`src/rtl/legv8_instr_encoder.sv`:
```
// legv8_instr_encoder: packs symbolic LEGv8 instructions into machine words and loads them into instruction memory
module legv8_instr_encoder #(
  parameter int ADDR_WIDTH = 8,
  parameter int BASE_ADDR  = 0,
  parameter int MEM_WORDS  = 64
) (
  input  logic                  iCLK,
  input  logic                  iRST_n,
  input  logic                  iStart,
  input  logic                  iValid,
  output logic                  oReady,
  input  logic [3:0]            iMnem,
  input  logic [4:0]            iRd,
  input  logic [4:0]            iRn,
  input  logic [4:0]            iRm,
  input  logic [31:0]           iImm,
  input  logic                  iLast,
  output logic                  oMemWE,
  output logic [ADDR_WIDTH-1:0] oMemAddr,
  output logic [31:0]           oMemData,
  input  logic                  iMemAck,
  output logic                  oDone,
  output logic                  oErr,
  output logic [1:0]            oErrCode,
  output logic [ADDR_WIDTH-1:0] oCount
);
  typedef enum logic [1:0] {IDLE, ACCEPT, WRITE, DONE} state_t;
  // one extra pointer bit so the full limit is representable and never wraps
  localparam logic [ADDR_WIDTH:0] BASE  = (ADDR_WIDTH+1)'(BASE_ADDR);
  localparam logic [ADDR_WIDTH:0] LIMIT = (ADDR_WIDTH+1)'(BASE_ADDR + 4*MEM_WORDS);
  state_t state, state_nx;
  logic [ADDR_WIDTH:0] ptr;
  logic [31:0] word;
  logic [1:0] code;
  logic oor, last_q;
  always_comb begin
    word = '0;
    oor = 1'b0;
    case (iMnem)
      4'd0: word = {11'b10001011000, iRm, 6'b0, iRn, iRd};
      4'd1: word = {11'b11001011000, iRm, 6'b0, iRn, iRd};
      4'd2: word = {11'b10001010000, iRm, 6'b0, iRn, iRd};
      4'd3: word = {11'b10101010000, iRm, 6'b0, iRn, iRd};
      4'd4: begin
        word = {11'b11111000010, iImm[8:0], 2'b00, iRn, iRd};
        oor = $signed(iImm) < -256 || $signed(iImm) > 255;
      end
      4'd5: begin
        word = {11'b11111000000, iImm[8:0], 2'b00, iRn, iRd};
        oor = $signed(iImm) < -256 || $signed(iImm) > 255;
      end
      4'd6: begin
        word = {8'b10110100, iImm[18:0], iRd};
        oor = $signed(iImm) < -(1 << 18) || $signed(iImm) > (1 << 18) - 1;
      end
      4'd7: begin
        word = {6'b000101, iImm[25:0]};
        oor = $signed(iImm) < -(1 << 25) || $signed(iImm) > (1 << 25) - 1;
      end
      4'd8: begin
        word = {6'b100101, iImm[25:0]};
        oor = $signed(iImm) < -(1 << 25) || $signed(iImm) > (1 << 25) - 1;
      end
      4'd9: word = {11'b11010110000, 5'b11111, 6'b0, iRn, 5'b0};
      default: ;
    endcase
    code = iMnem > 4'd9 ? 2'b01 : oor ? 2'b10 : ptr == LIMIT ? 2'b11 : 2'b00;
  end
  always_comb begin
    state_nx = state;
    case (state)
      IDLE, DONE: state_nx = iStart ? ACCEPT : state;
      ACCEPT: state_nx = iStart ? ACCEPT : !iValid ? ACCEPT : code == 2'b00 ? WRITE : iLast ? DONE : ACCEPT;
      WRITE: state_nx = !iMemAck ? WRITE : last_q ? DONE : ACCEPT;
      default: state_nx = IDLE;
    endcase
  end
  always_ff @(posedge iCLK)
    if (!iRST_n) state <= IDLE;
    else state <= state_nx;
  always_ff @(posedge iCLK) begin
    if (!iRST_n) begin
      ptr <= BASE;
      oCount <= '0;
      oMemData <= '0;
      last_q <= 1'b0;
      oErr <= 1'b0;
      oErrCode <= 2'b00;
    end else if (iStart && state != WRITE) begin
      ptr <= BASE;
      oCount <= '0;
      oErr <= 1'b0;
      oErrCode <= 2'b00;
    end else if (state == ACCEPT && iValid) begin
      if (code != 2'b00) begin
        oErr <= 1'b1;
        if (oErrCode == 2'b00) oErrCode <= code;
      end else begin
        oMemData <= word;
        last_q <= iLast;
      end
    end else if (state == WRITE && iMemAck) begin
      ptr <= ptr + (ADDR_WIDTH+1)'(4);
      oCount <= oCount + 1'b1;
    end
  end
  assign oReady = state == ACCEPT;
  assign oMemWE = state == WRITE;
  assign oDone = state == DONE;
  assign oMemAddr = ptr[ADDR_WIDTH-1:0];
endmodule

```
`config.mk`:
```
export PLATFORM = sky130hd
export DESIGN_NAME = legv8_instr_encoder
export DESIGN_NICKNAME = d
export VERILOG_FILES = /design/src/rtl/legv8_instr_encoder.sv
export SDC_FILE = /design/constraint.sdc
export NUM_CORES = 1
export LEC_CHECK = 0
export BUFFER_PORTS_ARGS = -buffer_cell sky130_fd_sc_hd__buf_4
export CAP_MARGIN = 5
export CORE_MARGIN = 10
export CORE_UTILIZATION = 27
export DETAILED_ROUTE_END_ITERATION = 12
export PLACE_DENSITY_LB_ADDON = 0.12
export SYNTH_ARGS = -nofsm -noshare
export SYNTH_HDL_FRONTEND = slang
export SYNTH_SLANG_ARGS = --single-unit
```
`constraint.sdc`:
```
create_clock -name iCLK -period 2.68 [get_ports iCLK]
set_input_delay 0.134 -clock iCLK [delete_from_list [all_inputs] [get_ports iCLK]]
set_output_delay 0.134 -clock iCLK [all_outputs]
set_load 0.05 [all_outputs]
```
### Yosys cells after proc, flatten, opt, wreduce, memory -nomap -nowiden

Cells that the tools add are included.

* bits in registers: 55
* latch bits: 0
* memory bits (writable): 0
* ROM bits: 0
* bits of input ports: 57
* output and inout bits: 54
* word-level logic and storage cells: 67
* memories kept: 0

* add/subtract/negate cells: 2
* $mul: 0
* divide/modulo/power cells: 0
* order comparisons: 7
* equality and inequality tests: 15
* shift operators: 0
* muxes and demuxes: 13
* bitwise operators: 4
* reduce and logical (&&, ||, !) cells: 19

Operators with widths (number)
* $pmux W32 S10: 1
* $gt A32 B19 Y1 const B: 1
* $gt A32 B26 Y1 const B: 1
* $gt A32 B9 Y1 const B: 1
* $lt A32 B19 Y1 const B: 1
* $lt A32 B26 Y1 const B: 1
* $lt A32 B9 Y1 const B: 1
* $mux W2: 10
* $eq A4 B3 Y1 const B: 4
* $add A9 B3 Y9 const B: 1
* $eq A9 B9 Y1 const B: 1
* $add A8 B1 Y8 const B: 1
* $eq A4 B2 Y1 const B: 2
* $eq A4 B4 Y1 const B: 2
* $reduce_or A2 Y1: 4
* $logic_not A2 Y1: 3
* $pmux W2 S3: 1
* $reduce_and A3 Y1: 2
* $eq A2 B2 Y1 const B: 2
* $eq A4 B1 Y1 const B: 1
* $gt A4 B4 Y1 const B: 1
* $logic_not A4 Y1: 1
* $ne A2 B2 Y1 const B: 2
* $not A1 Y1: 4
* 6 further kinds: 11

### Longest topological paths before layout

* word-level depth: 10
* mapped depth: 10
* mapped depth without buffers: 8

### Worst setup path after synthesis

No wires, ideal clock.

* path type: reg-to-reg
* start: reg state[1]
* end: reg ptr[7]
* arrival time: 2.144 ns
* data required time: 2.608 ns
* path slack: 0.464 ns
* stages on the path, launching flop included: 9
* buffers on the path: 1
* path through: dfxtp_1 inv_1 ha_1 nand2_1 and3_1 clkbuf_1 nand4_1 or3_1 a21oi_1

* word-level cells in the longest chain between the ends: 4
* elaborated cells between the ends (all ways): 9

RTL lines
* start: declaration: line 31 `state_t state, state_nx;`
* start signal: assignment: line 80 `else state <= state_nx;`
* $eq A2 B1 Y1
* named net oReady: line 11 `output logic oReady,`
* $logic_and A1 B1 Y1: line 94 `end else if (state == ACCEPT && iValid) begin`
* $not A1 Y1 (no line)
* $reduce_and A2 Y1 (no line)
* end signal: assignment: line 103 `ptr <= ptr + (ADDR_WIDTH+1)'(4);`
* end: declaration: line 32 `logic [ADDR_WIDTH:0] ptr;`

The timed path passes the listed nets, and every way through them passes these cells.
A chain may end at the register's enable or synchronous reset.

### Final worst setup path

* start: reg ptr[3]
* end: reg oMemData[12]

* word-level cells in the longest chain between the ends: 7

RTL lines
* $eq A9 B9 Y1: line 67 `code = iMnem > 4'd9 ? 2'b01 : oor ? 2'b10 : ptr == LIMIT ? 2'b11 : 2'b00;`
* $mux W2 (3 in a row): line 67
* $reduce_bool A2 Y1: line 95 `if (code != 2'b00) begin`
* $not A1 Y1 (no line)
* $reduce_and A3 Y1 (no line)
* end signal: assignment: line 99 `oMemData <= word;`
* end: declaration: line 20 `output logic [31:0] oMemData,`

No other way between the ends.

==> flow_summary_export.csv <==
group,metric,value,unit
final_layout,fin_cells,598,
synthesis,synth-seq-area-share,0.360,
power,p_total,1.92,mW
floorplanning,start_util,0.274,
cts,cts_max_level,2,
power,p_int,1.35,mW
synthesis,synth_area_leaders,"dfxtp_1 36%, a21oi_1 7.5%, a211oi_1 5.3%, a22oi_1 5.1%, nor2_1 3.2%",
cts,postCtsHoldBufs,0,
power,p_leak,1.61,nW
power,peakVddDrop,0.285,mV
global_routing,grt_overflow,0,
sta,fin_worst_skew,0.00757,ns
cts,clockBufferDepth,2,
drt,routed_wl,10800,um
cts,cts_root_buf,"clkbuf_8",
cts,post_cts_resized,0,
floorplanning,die_w,124,um
final_layout,fin_nets,520,
floorplanning,die-area,15500,sq um
setup_path,crit_required,2.87,ns
power,p_clk_frac,0.336,
drt,route.detailed.drc,0,
sta,fmax,411,MHz
synthesis,syn_area_per_cell,8.10,sq um
sta,drv_slew,0,
sta,setup_tns,0,ns
drt,vias,3163,
setup_path,startpoint_type,"flip-flop",
sta,rsz0062_at_grt,"false",
synthesis,synthArstFlopShare,0,
synthesis,ys.flop_type,"dfxtp_1",
setup_path,max_stage_delay,0.44,ns
final_layout,final_layout_size_suffix_gt1_frac,0.297,
final_layout,n_antenna_cell,0,
drt,wl_per_cell,18.0,um
floorplanning,io_pins,111,
placed_design,dp_hpwl,8540,um
cts,cts_sinks,53,
drt,top_layer,"met4",
synthesis,synth_top_area_frac,0.360,
drt,met1Wirelength,4930,um
global_routing,grt_max_degree,33,
worst_hold_path,hold_class,"input pin to flip-flop",
synthesis,syn_area,2950,sq um
flow_run,drv_cap,0,
drt,wl_met3,891,um
placed_design,dp.cells,590,
sta,hold_violations,0,
cts,cts_tree,"done",
global_routing,antenna_found_initial,0,
final_layout,final_common_cell,"buf_4",
drt,postRouteAntennaNets,0,
outcome,outcome,"finished clean",
sta,holdWs,0.0324,ns
final_layout,syn2layout_area_growth,36.5,%
floorplanning,row_count,38,
synthesis,ys_types,49,
synthesis,yosys_warnings,0,
setup_path,critPathCaptureType,"flip-flop",
placed_design,io_buffer_count,108,
sta,slew_headroom,0.563,
global_routing,grt_pass1_wl,17000,um
cts,cts.reportedPaths.clkPinSlew,0.10,ns
final_layout,final_cell_mix,"121 x buf_4, 53 x dfxtp_1, 44 x a21oi_1",
floorplanning,coreArea,10700,sq um
setup_path,path_delay_family,"simple AND/OR/NAND/NOR gates",
setup_path,worstPathMaxFanout,30,
sta,fin_crit,2.43,ns
power,powerDensity,478,nW/um^2
floorplanning,fp.dieH,124,um
setup_path,crit_chain,"inv_1 -> ha_1 -> or4b_1 -> nor3b_1 -> nor2_1 -> and4b_1 -> buf_4 -> a21oi_1 -> a211oi_1",
power,switching_power,568,uW
drt,drtIter0Drc,298,
setup_path,path_class,"flip-flop to flip-flop",
synthesis,synth_cells,364,
sta,worstMarginPinSlew,0.653,ns
sta,finalCritPeriodShare,0.908,
power,power_frac_seq,0.430,
cts,post_cts_buffers,0,
power,switching_share,0.296,
drt,routed_via_density,5.29,
setup_path,slowest_stage,"or4b_1",
global_routing,grt_pass1_vias,3181,
synthesis,yosys_register_bits,53,
global_routing,grt_use_total,0.130,
drt,wl_met2,4850,um
placed_design,place_congestion,0.825,
sta,setup_violations,0,
setup_path,cp_data_arrival_time,2.62,ns
drt,first_pass_iters,7,
synthesis,synth_top_area_cell,"dfxtp_1",
synthesis,synth_edf_count,0,
cts,cts_made_buffers,5,
power,pwr-share-comb,0.235,
setup_path,path_buf_inv,2,
cts,worstSkewPairLatency,0.30,ns
==> worst reg2reg max path, stage by stage, from the launching register on <==
cell      delay (ns)
dfxtp_1         0.36
inv_1           0.07
ha_1            0.12
or4b_1          0.44
nor3b_1         0.40
nor2_1          0.17
and4b_1         0.24
buf_4           0.24
a21oi_1         0.21
a211oi_1        0.06
==> kinds of logic after synthesis <==
group | count (synthesis) | synth area share
flip-flops | 53 | 0.360
XOR/XNOR | 12 | 0.0357
AND/OR/NAND/NOR | 118 | 0.211
multiplexers | 2 | 0.00679
adder cells (fa/ha/maj) | 6 | 0.0255
buffers and inverters | 48 | 0.0777
AO/OA/AOI/OAI | 124 | 0.283
other | 1 | 0.00127
==> routing by layer <==
metal,up-vias,global-route usage
met3,6,0.0494
li1,1553,-
met4,0,0.0274
met1,1472,0.165
met2,132,0.205
met5,-,0
==> cell type report <==
cell class,instances,area [sq um]
clock inverters,3,65.1
multi-input cells,264,1670
clock buffers,5,68.8
well taps,140,175
inverters,10,37.5
flip-flops and latches,53,1060
repair buffers,123,948
fillers,1144,6720
==> final timing paths <==
check                           cells after the start                        end                start  slack (ns)
worst max register to register                      9  oMemData[12]$_SDFFE_PN0P_  ptr[3]$_SDFFE_PP0P_        0.25
worst max-delay path                                9  oMemData[12]$_SDFFE_PN0P_  ptr[3]$_SDFFE_PP0P_        0.25
worst min register to register                      2          oErr$_SDFFE_PP0P_    oErr$_SDFFE_PP0P_        0.49
worst min-delay path                                2      state[0]$_SDFFE_PN0P_               iValid        0.03
==> sequential cells by signal (all words and copies together), names as in the netlist <==
| register | cells |
|---|---|
| ptr | 7 |
| oMemData | 32 |
| last_q | 1 |
| oErrCode | 2 |
| oErr | 1 |
| oCount | 8 |
| state | 2 |
==> power by group through the flow <==
stage	Clock (mW)	Sequential (mW)	Combinational [mW]
final	0.646	0.826	0.451
after global routing	0.693	0.829	0.490
after CTS	0.668	0.827	0.453
after detailed placement	0	0.845	0.452
after global placement	0	0.845	0.449
after floorplan	0	0.910	0.201
==> per-stage QoR <==
stage	area [sq um]	setup slack, ns	util
after floorplan	2950	0.464	-
after global placement	3890	0.290	0.362
after detailed placement	3890	0.220	0.362
after CTS	4020	0.289	0.374
after global routing	4020	0.0170	0.374
final	4020	0.246	0.374
==> Yosys cell counts, types with 2 or more instances <==
| cell type | count |
|---|---|
| a21oi_1 | 44 |
| nand3_1 | 15 |
| nand2_1 | 22 |
| buf_4 | 10 |
| mux2i_1 | 2 |
| nor4_1 | 3 |
| buf_2 | 9 |
| nand4_1 | 8 |
| nor2_1 | 25 |
| ha_1 | 6 |
| a211oi_1 | 21 |
| clkbuf_1 | 19 |
| nand3b_1 | 2 |
| o22ai_1 | 7 |
| xnor2_1 | 4 |
| o21ai_0 | 8 |
| nand2b_1 | 4 |
| xor2_1 | 8 |
| or4_1 | 4 |
| a222oi_1 | 9 |
| inv_1 | 10 |
| or3_1 | 2 |
| nor3_1 | 17 |
| and3_1 | 6 |
| a22oi_1 | 20 |
| a31oi_1 | 3 |
| nor3b_1 | 2 |
| dfxtp_1 | 53 |
Power figures use the tool's default switching activity.
